<file path="config.mk">
export PLATFORM = sky130hd
export DESIGN_NAME = cache_axi_bridge
export DESIGN_NICKNAME = d
export VERILOG_FILES = /design/src/rtl/cache_axi_bridge.sv
export SDC_FILE = /design/constraint.sdc
export NUM_CORES = 1
export LEC_CHECK = 0
export ABC_AREA = 0
export BUFFER_PORTS_ARGS = -buffer_cell sky130_fd_sc_hd__buf_2
export CAP_MARGIN = 10
export CORE_AREA = 4 4 204 206
export CTS_BUF_LIST = sky130_fd_sc_hd__clkbuf_8 sky130_fd_sc_hd__clkbuf_16
export CTS_CLUSTER_SIZE = 28
export DETAILED_ROUTE_END_ITERATION = 7
export DIE_AREA = 0 0 208 210
export PLACE_DENSITY = 0.56
export SYNTH_ARGS = -nofsm -noshare
export SYNTH_HDL_FRONTEND = slang
export SYNTH_SLANG_ARGS = --single-unit
</file>
<file path="constraint.sdc">
create_clock -name clock -period 12.1 [get_ports clock]
set_input_delay 3.025 -clock clock [delete_from_list [all_inputs] [get_ports clock]]
set_output_delay 3.025 -clock clock [all_outputs]
set_load 0.02 [all_outputs]
</file>
<file path="src/rtl/cache_axi_bridge.sv">
// cache_axi_bridge
//   Arbitrates the icache refill port and the dcache refill/writeback port
//   onto single-beat AXI4 master transactions (AR/R or AW/W/B). The dcache
//   always wins, and a granted transaction is never preempted. Only one
//   transaction is outstanding at a time. The winner gets its read data and a
//   one-cycle ready pulse in DONE.
//
//   Ports
//     clock, reset             system clock; asynchronous active-high reset
//     icache_*                 icache read request; ready pulse and read beat back
//     dcache_*                 dcache read/write request; ready pulse and read beat back
//     axi_aw/w/b/ar/r_*        AXI4 master channels, len 0, INCR
//     bus_err                  sticky error flag
//
//   Optional feature (macro BRIDGE_RESP_CHECK_EN)
//     A non-OKAY r_resp/b_resp, or an r_id/b_id that differs from the issued
//     ID, sets bus_err until reset. When the macro is undefined, bus_err is
//     tied to 0 and the response/ID inputs are ignored.
//
//   state | meaning
//   ------+-----------------------------------------------
//   IDLE  | arbitrate; latch owner and request fields
//   AR    | read address presented
//   R     | waiting for the read beat
//   AW_W  | write address and data presented, handshaken independently
//   B     | waiting for the write response
//   DONE  | owner's ready pulse
module cache_axi_bridge #(
  parameter int AXI_ID_W = 4,
  parameter int IF_ID    = 0,
  parameter int MEM_ID   = 1
) (
  input  logic                clock,
  input  logic                reset,
  input  logic                icache_valid,
  input  logic [31:0]         icache_addr,
  output logic                icache_ready,
  output logic [63:0]         icache_data_read,
  input  logic                dcache_valid,
  input  logic                dcache_req,
  input  logic [31:0]         dcache_addr,
  input  logic [2:0]          dcache_size,
  input  logic [63:0]         dcache_data_write,
  output logic                dcache_ready,
  output logic [63:0]         dcache_data_read,
  output logic                axi_aw_valid,
  input  logic                axi_aw_ready,
  output logic [31:0]         axi_aw_addr,
  output logic [AXI_ID_W-1:0] axi_aw_id,
  output logic [2:0]          axi_aw_size,
  output logic [7:0]          axi_aw_len,
  output logic [1:0]          axi_aw_burst,
  output logic                axi_w_valid,
  input  logic                axi_w_ready,
  output logic [63:0]         axi_w_data,
  output logic [7:0]          axi_w_strb,
  output logic                axi_w_last,
  input  logic                axi_b_valid,
  output logic                axi_b_ready,
  input  logic [1:0]          axi_b_resp,
  input  logic [AXI_ID_W-1:0] axi_b_id,
  output logic                axi_ar_valid,
  input  logic                axi_ar_ready,
  output logic [31:0]         axi_ar_addr,
  output logic [AXI_ID_W-1:0] axi_ar_id,
  output logic [2:0]          axi_ar_size,
  output logic [7:0]          axi_ar_len,
  output logic [1:0]          axi_ar_burst,
  input  logic                axi_r_valid,
  output logic                axi_r_ready,
  input  logic [63:0]         axi_r_data,
  input  logic [1:0]          axi_r_resp,
  input  logic                axi_r_last,
  input  logic [AXI_ID_W-1:0] axi_r_id,
  output logic                bus_err
);

  typedef enum logic [2:0] {S_IDLE, S_AR, S_R, S_AW_W, S_B, S_DONE} state_t;

  state_t        state_q, state_d;
  logic          owner_q, owner_d;   // 1 = dcache owns the transaction
  logic [31:0]   addr_q, addr_d;
  logic [2:0]    size_q, size_d;
  logic [63:0]   wdata_q, wdata_d;
  logic          aw_done_q, aw_done_d;
  logic          w_done_q, w_done_d;
  logic [63:0]   icache_data_q, icache_data_d;
  logic [63:0]   dcache_data_q, dcache_data_d;
  logic          bus_err_q, bus_err_d;
  logic [AXI_ID_W-1:0] axi_id;
  logic [15:0]   byte_mask;

  always_ff @(posedge clock or posedge reset) begin
    if (reset) begin
      state_q       <= S_IDLE;
      owner_q       <= 1'b0;
      addr_q        <= '0;
      size_q        <= '0;
      wdata_q       <= '0;
      aw_done_q     <= 1'b0;
      w_done_q      <= 1'b0;
      icache_data_q <= '0;
      dcache_data_q <= '0;
      bus_err_q     <= 1'b0;
    end else begin
      state_q       <= state_d;
      owner_q       <= owner_d;
      addr_q        <= addr_d;
      size_q        <= size_d;
      wdata_q       <= wdata_d;
      aw_done_q     <= aw_done_d;
      w_done_q      <= w_done_d;
      icache_data_q <= icache_data_d;
      dcache_data_q <= dcache_data_d;
      bus_err_q     <= bus_err_d;
    end
  end

  always_comb begin
    state_d       = state_q;
    owner_d       = owner_q;
    addr_d        = addr_q;
    size_d        = size_q;
    wdata_d       = wdata_q;
    aw_done_d     = aw_done_q;
    w_done_d      = w_done_q;
    icache_data_d = icache_data_q;
    dcache_data_d = dcache_data_q;
    bus_err_d     = bus_err_q;
    axi_ar_valid  = 1'b0;
    axi_r_ready   = 1'b0;
    axi_aw_valid  = 1'b0;
    axi_w_valid   = 1'b0;
    axi_b_ready   = 1'b0;
    icache_ready  = 1'b0;
    dcache_ready  = 1'b0;
    case (state_q)
      S_IDLE: begin
        if (dcache_valid) begin
          owner_d   = 1'b1;
          addr_d    = dcache_addr;
          // sizes above 8 bytes do not fit the 64-bit beat; clamp to 8B
          size_d    = dcache_size[2] ? 3'd3 : dcache_size;
          wdata_d   = dcache_data_write;
          aw_done_d = 1'b0;
          w_done_d  = 1'b0;
          state_d   = dcache_req ? S_AW_W : S_AR;
        end else if (icache_valid) begin
          owner_d = 1'b0;
          addr_d  = {icache_addr[31:3], 3'b000};
          size_d  = 3'd3;
          state_d = S_AR;
        end
      end
      S_AR: begin
        axi_ar_valid = 1'b1;
        if (axi_ar_ready) state_d = S_R;
      end
      S_R: begin
        axi_r_ready = 1'b1;
        if (axi_r_valid) begin
          if (owner_q) dcache_data_d = axi_r_data;
          else         icache_data_d = axi_r_data;
`ifdef BRIDGE_RESP_CHECK_EN
          if (axi_r_resp != 2'b00 || axi_r_id != axi_id) bus_err_d = 1'b1;
`endif
          state_d = S_DONE;
        end
      end
      S_AW_W: begin
        axi_aw_valid = ~aw_done_q;
        axi_w_valid  = ~w_done_q;
        if (axi_aw_ready) aw_done_d = 1'b1;
        if (axi_w_ready)  w_done_d  = 1'b1;
        if (aw_done_d && w_done_d) state_d = S_B;
      end
      S_B: begin
        axi_b_ready = 1'b1;
        if (axi_b_valid) begin
`ifdef BRIDGE_RESP_CHECK_EN
          if (axi_b_resp != 2'b00 || axi_b_id != axi_id) bus_err_d = 1'b1;
`endif
          state_d = S_DONE;
        end
      end
      S_DONE: begin
        icache_ready = ~owner_q;
        dcache_ready = owner_q;
        state_d      = S_IDLE;
      end
      default: state_d = S_IDLE;
    endcase
  end

  assign axi_id = owner_q ? AXI_ID_W'(MEM_ID) : AXI_ID_W'(IF_ID);

  // (1 << size) bytes of ones, then shifted into the addressed lanes
  assign byte_mask = (16'd1 << (4'd1 << size_q[1:0])) - 16'd1;

  assign axi_ar_addr  = addr_q;
  assign axi_ar_id    = axi_id;
  assign axi_ar_size  = size_q;
  assign axi_ar_len   = 8'd0;
  assign axi_ar_burst = 2'b01;
  assign axi_aw_addr  = addr_q;
  assign axi_aw_id    = axi_id;
  assign axi_aw_size  = size_q;
  assign axi_aw_len   = 8'd0;
  assign axi_aw_burst = 2'b01;
  assign axi_w_data   = wdata_q;
  assign axi_w_strb   = byte_mask[7:0] << addr_q[2:0];
  assign axi_w_last   = 1'b1;

  assign icache_data_read = icache_data_q;
  assign dcache_data_read = dcache_data_q;
  assign bus_err          = bus_err_q;

`ifdef BRIDGE_RESP_CHECK_EN
  logic unused_in;
  assign unused_in = ^{icache_addr[2:0], axi_r_last};
`else
  logic unused_in;
  assign unused_in = ^{icache_addr[2:0], axi_r_last, axi_r_resp, axi_r_id,
                       axi_b_resp, axi_b_id};
`endif

endmodule

</file>
; ---- Word level (Yosys, flattened, before mapping)
; Index checks and enable logic that the tools add are counted.
; W data, S select, Z words.
[totals]
register_bits = 233
inputBits = 218
out_inout_bits = 307
[op_classes]
n_shift = 3
mux = 30
n_reduce_logical = 10
eq_ne = 11
add_sub_neg = 1
bitwise = 3
[ops]
columns = op, count
row1 = $mux W32, 2
row2 = $mux W3, 8
row3 = $mux W1, 15
row4 = $pmux W3 S5, 1
row5 = $ne A2 B2 Y1 const B, 5
row6 = $shl A1 B4 Y8 const A, 1
row7 = $shl A8 B3 Y8, 1
row8 = $sub A8 B1 Y8 const B, 1
row9 = $eq A3 B2 Y1 const B, 2
row10 = $eq A3 B3 Y1 const B, 2
row11 = $reduce_and A2 Y1, 3
row12 = $reduce_and A3 Y1, 2
row13 = $reduce_and A5 Y1, 1
row14 = $mux W2, 2
row15 = $pmux W1 S2, 2
row16 = $reduce_bool A2 Y1, 2
row17 = $shl A1 B2 Y4 const A, 1
row18 = $eq A3 B1 Y1 const B, 1
row19 = $logic_not A3 Y1, 1
row20 = $ne A3 B3 Y1 const B, 1
row21 = $not A1 Y1, 3
row22 = $logic_and A1 B1 Y1, 1

; ---- Longest topological paths before layout
[logic_depth]
word_depth = 5
depth_mapped = 5
depth_no_buf = 3

; ---- Worst setup path before layout
; Ideal clock, no wire load.
[synth_timing]
path_type = register to output
from = register size_q[1] (netlist: axi_ar_size[1])
to = output port axi_w_strb[6]
t_arrival_ns = 1.491
path_buffers = 1
setup_slack_ns = 7.584
path_stages_with_launch = 5
cell_sequence = dfrtp_1 -> clkbuf_1 -> nor2_1 -> a311o_1 -> a21oi_1
[synth_via]
elab_chain_len = 4
[synth_rtl]
columns = item, line_no
row1 = start: declaration, 83  ; logic [2:0] size_q, size_d;
row2 = start signal: assignment, 109  ; size_q <= size_d;
row3 = $shl A1 B2 Y4, 198  ; assign byte_mask = (16'd1 << (4'd1 << size_q[1:0])) - 16'd1;
row4 = $shl A1 B4 Y8, 198
row5 = $sub A8 B1 Y8, 198
row6 = $shl A8 B3 Y8, 211  ; assign axi_w_strb = byte_mask[7:0] << addr_q[2:0];
row7 = end: declaration, 56  ; output logic [7:0] axi_w_strb,
; Every way passes these cells.

; ---- Worst setup path in the final report
[layout_timing]
from = register state_q[1]
to = output port axi_r_ready
[layout_via]
elab_chain_len = 2
[layout_rtl]
columns = item, line_no
row1 = start: declaration, 80  ; state_t state_q, state_d;
row2 = start signal: assignment, 106  ; state_q <= state_d;
row3 = $eq A3 B2 Y1, 137  ; case (state_q)
row4 = $mux W1, 137
row5 = end: declaration, 70  ; output logic axi_r_ready,
; Every way passes these cells.

==> out/qor.yml <==
hold_path:
  hold_path_depth: 1
  min_to: "icache_data_read[2]"
  min_from: "icache_data_read[2]"
  hold_path_class: "reg -> reg"
routing:
  ant_nets: 0
  dr.pass1.iters: 4
  drc: 0
  first_iter_violations: 205
  vias: 6742
  viasPerCell: 4.11
  wl_per_cell_um: 16.7
  wl_mm: 27.3
placed_design:
  dp.final_hpwl_mm: 21.1
  place_inst: 1591
  io_buffers: 478
  gp_congestion: 0.764
floorplanning:
  die_w_um: 208
  ioPinCount: 525
  core_region_area_mm2: 0.0396
  dieArea_mm2: 0.0437
  start_util: 0.247
  die-height_um: 210
  rows: 73
critical_path:
  reg2reg_depth: 4
  cp-start-kind: "flip-flop"
  crit_path_start: "state_q[1]"
  cp.required_ps: 9070
  crit_chain: "nor3b_2 > buf_2"
  crit_type: "reg -> out"
  cp_slowest_stage_delay_ps: 700
  timing.rr.start: "state_q[1]"
  cp.arrival_ps: 1970
  critPathMaxFanout: 14
  crit_path_end_kind: "output port"
  ff2ff_setup_slack_ps: 9230
  slowest_stage: "dfrtp_1"
  r2r-end: "icache_data_read[34]"
synth:
  synth_top_area_cell: "dfrtp_1"
  synthFlopType: "dfrtp_1"
  synth.distinct_cells: 39
  synth_top_area_frac: 0.592
  syn_avg_cell_area_um2: 15.0
  synth.most_common_cell: "dfrtp_1"
  synthTopCellsByCount: "dfrtp_1 (232), mux2_2 (189), buf_4 (69)"
  ys_seq_area_frac: 0.592
  async_reset_ff_frac: 1.00
  synth_enable_flop_cells: 0
  ys_warn_count: 0
  synth_cells: 654
  ys_ff_latch: 232
  netlist_area_mm2: 0.00980
  synthTopCellsByArea: "dfrtp_1 (59%), mux2_2 (22%), mux2_1 (7.0%), buf_4 (5.3%), buf_2 (0.82%)"
clock_tree:
  cts_buffer_depth: 3
  clk_latency_ps: 530
  clock_sinks: 232
  post_cts_buffers: 0
  holdBufCountCts: 0
  cts_tree: "built"
  root_buffer: "clkbuf_16"
  numCtsBuffers: 27
  h-tree-depth: 1
  cts.clk_slew.worst_paths_ps: 60
  ctsResizeCount: 0
finish:
  multiInputGateArea_mm2: 0.00341
  n_antenna_cell: 0
  regArea_mm2: 0.00581
  finalNonFillerCells: 1640
  n_fill_cell: 4011
  fin_nets: 1313
  syn_to_final_growth_pct: 35.1
  postLayoutCoreUtil: 0.334
  drive_gt1_frac: 0.650
sta:
  finClkSkew_ps: 7.64
  finalMaxSlewViolations: 0
  fmax_mhz: 200
  finalSetupViolCount: 0
  min_period_ps: 5000
  rsz0062_at_grt: "false"
  tightest_slew_ps: 888
  tns_ps: 0
  holdWs_ps: 477
  hold_viol: 0
  min_period_over_period: 0.413
  max-slew-margin-rel: 0.408
outcome:
  status: "finished clean"
global_route:
  antenna_found_initial: 0
  grt-ovfl-total: 0
  grt_pass1_vias: 7193
  grtUsageTotal: 0.118
  grt_pass1_wl_mm: 41.6
  grt_max_degree: 121
job:
  drv_cap: 0
pwr:
  powerDensity_mw_per_mm2: 303
  p_total_w: 0.00401
  leakagePower_nw: 6.56
  peakVddDrop_uv: 164
-- layout make-up --
cell class,instances,area share
Sequential cell,232,0.438
Multi-Input combinational cell,345,0.258
Timing Repair Buffer,484,0.184
Clock buffer,38,0.0624
Tap cell,525,0.0496
Clock inverter,11,0.00604
Inverter,5,0.00198
-- per-layer routing --
metal / vias to the layer above / share of wire / track usage
met2: 267 / 0.52 / 0.212
met4: 0 / 0.022 / 0.0369
met3: 37 / 0.075 / 0.0313
li1: 3094 / - / -
met1: 3344 / 0.38 / 0.138
met5: - / 0 / 0
-- critical path: cells and delay by family, from the launching register on --
family / cells / cell delay, ps
flops: 1 / 700
simple gates: 1 / 460
buf+inv: 1 / 280
-- report_power, final --
group | internal (W) | switching, W | total [W]
sequential | 0.00117 | 0.000235 | 0.00140
clock | 0.000493 | 0.000311 | 0.000804
combinational | 0.000718 | 0.00109 | 0.00180
-- placed cells by master, fill, tap and decap left out, types with 2 or more instances in the layout --
master / count
a211oi_1: 2
inv_1: 9
nor2b_1: 3
dfrtp_1: 232
a21o_1: 2
mux2_2: 189
o22ai_1: 2
conb_1: 30
buf_2: 478
clkbuf_16: 27
mux2i_1: 4
o21ai_0: 2
clkbuf_8: 11
nand2b_1: 2
nand2_1: 3
buf_4: 6
a22o_1: 4
mux2_1: 61
clkinv_2: 3
nor2_1: 10
nor3b_1: 3
a21oi_1: 10
-- logic make-up after synthesis --
logic type / synth area share
compound gates: 0.0211
buf+inv: 0.0733
other cells: 0.000766
simple gates: 0.0193
flops: 0.592
mux: 0.294
-- registers in the layout, indices dropped and copies added (netlist names) --
| register | flops |
|---|---|
| axi_w_data | 64 |
| dcache_data_read | 64 |
| icache_data_read | 64 |
| axi_ar_addr | 32 |
| state_q | 3 |
| axi_ar_size | 2 |
| aw_done_q | 1 |
| owner_q | 1 |
| w_done_q | 1 |
-- how the worst max path moves through the flow --
stage                     end  slack (ps)  cells past startpoint
3_3_place_gp    axi_w_data[9]        6830                      4
6_report          axi_r_ready        7100                      2
3_5_place_dp   axi_w_data[62]        6810                      4
4_1_cts           axi_r_ready        7000                      2
2_1_floorplan       aw_done_q        2710                      1
5_1_grt           axi_w_valid        6910                      4
-- through the flow --
stage	area, um^2	setup WS [ps]
floorplan	9910	2710
global placement	12300	6830
detailed placement	12300	6810
CTS	13200	7000
global route	13200	6910
finish	13200	7100
Note: power is estimated with default switching activity, not from simulation.
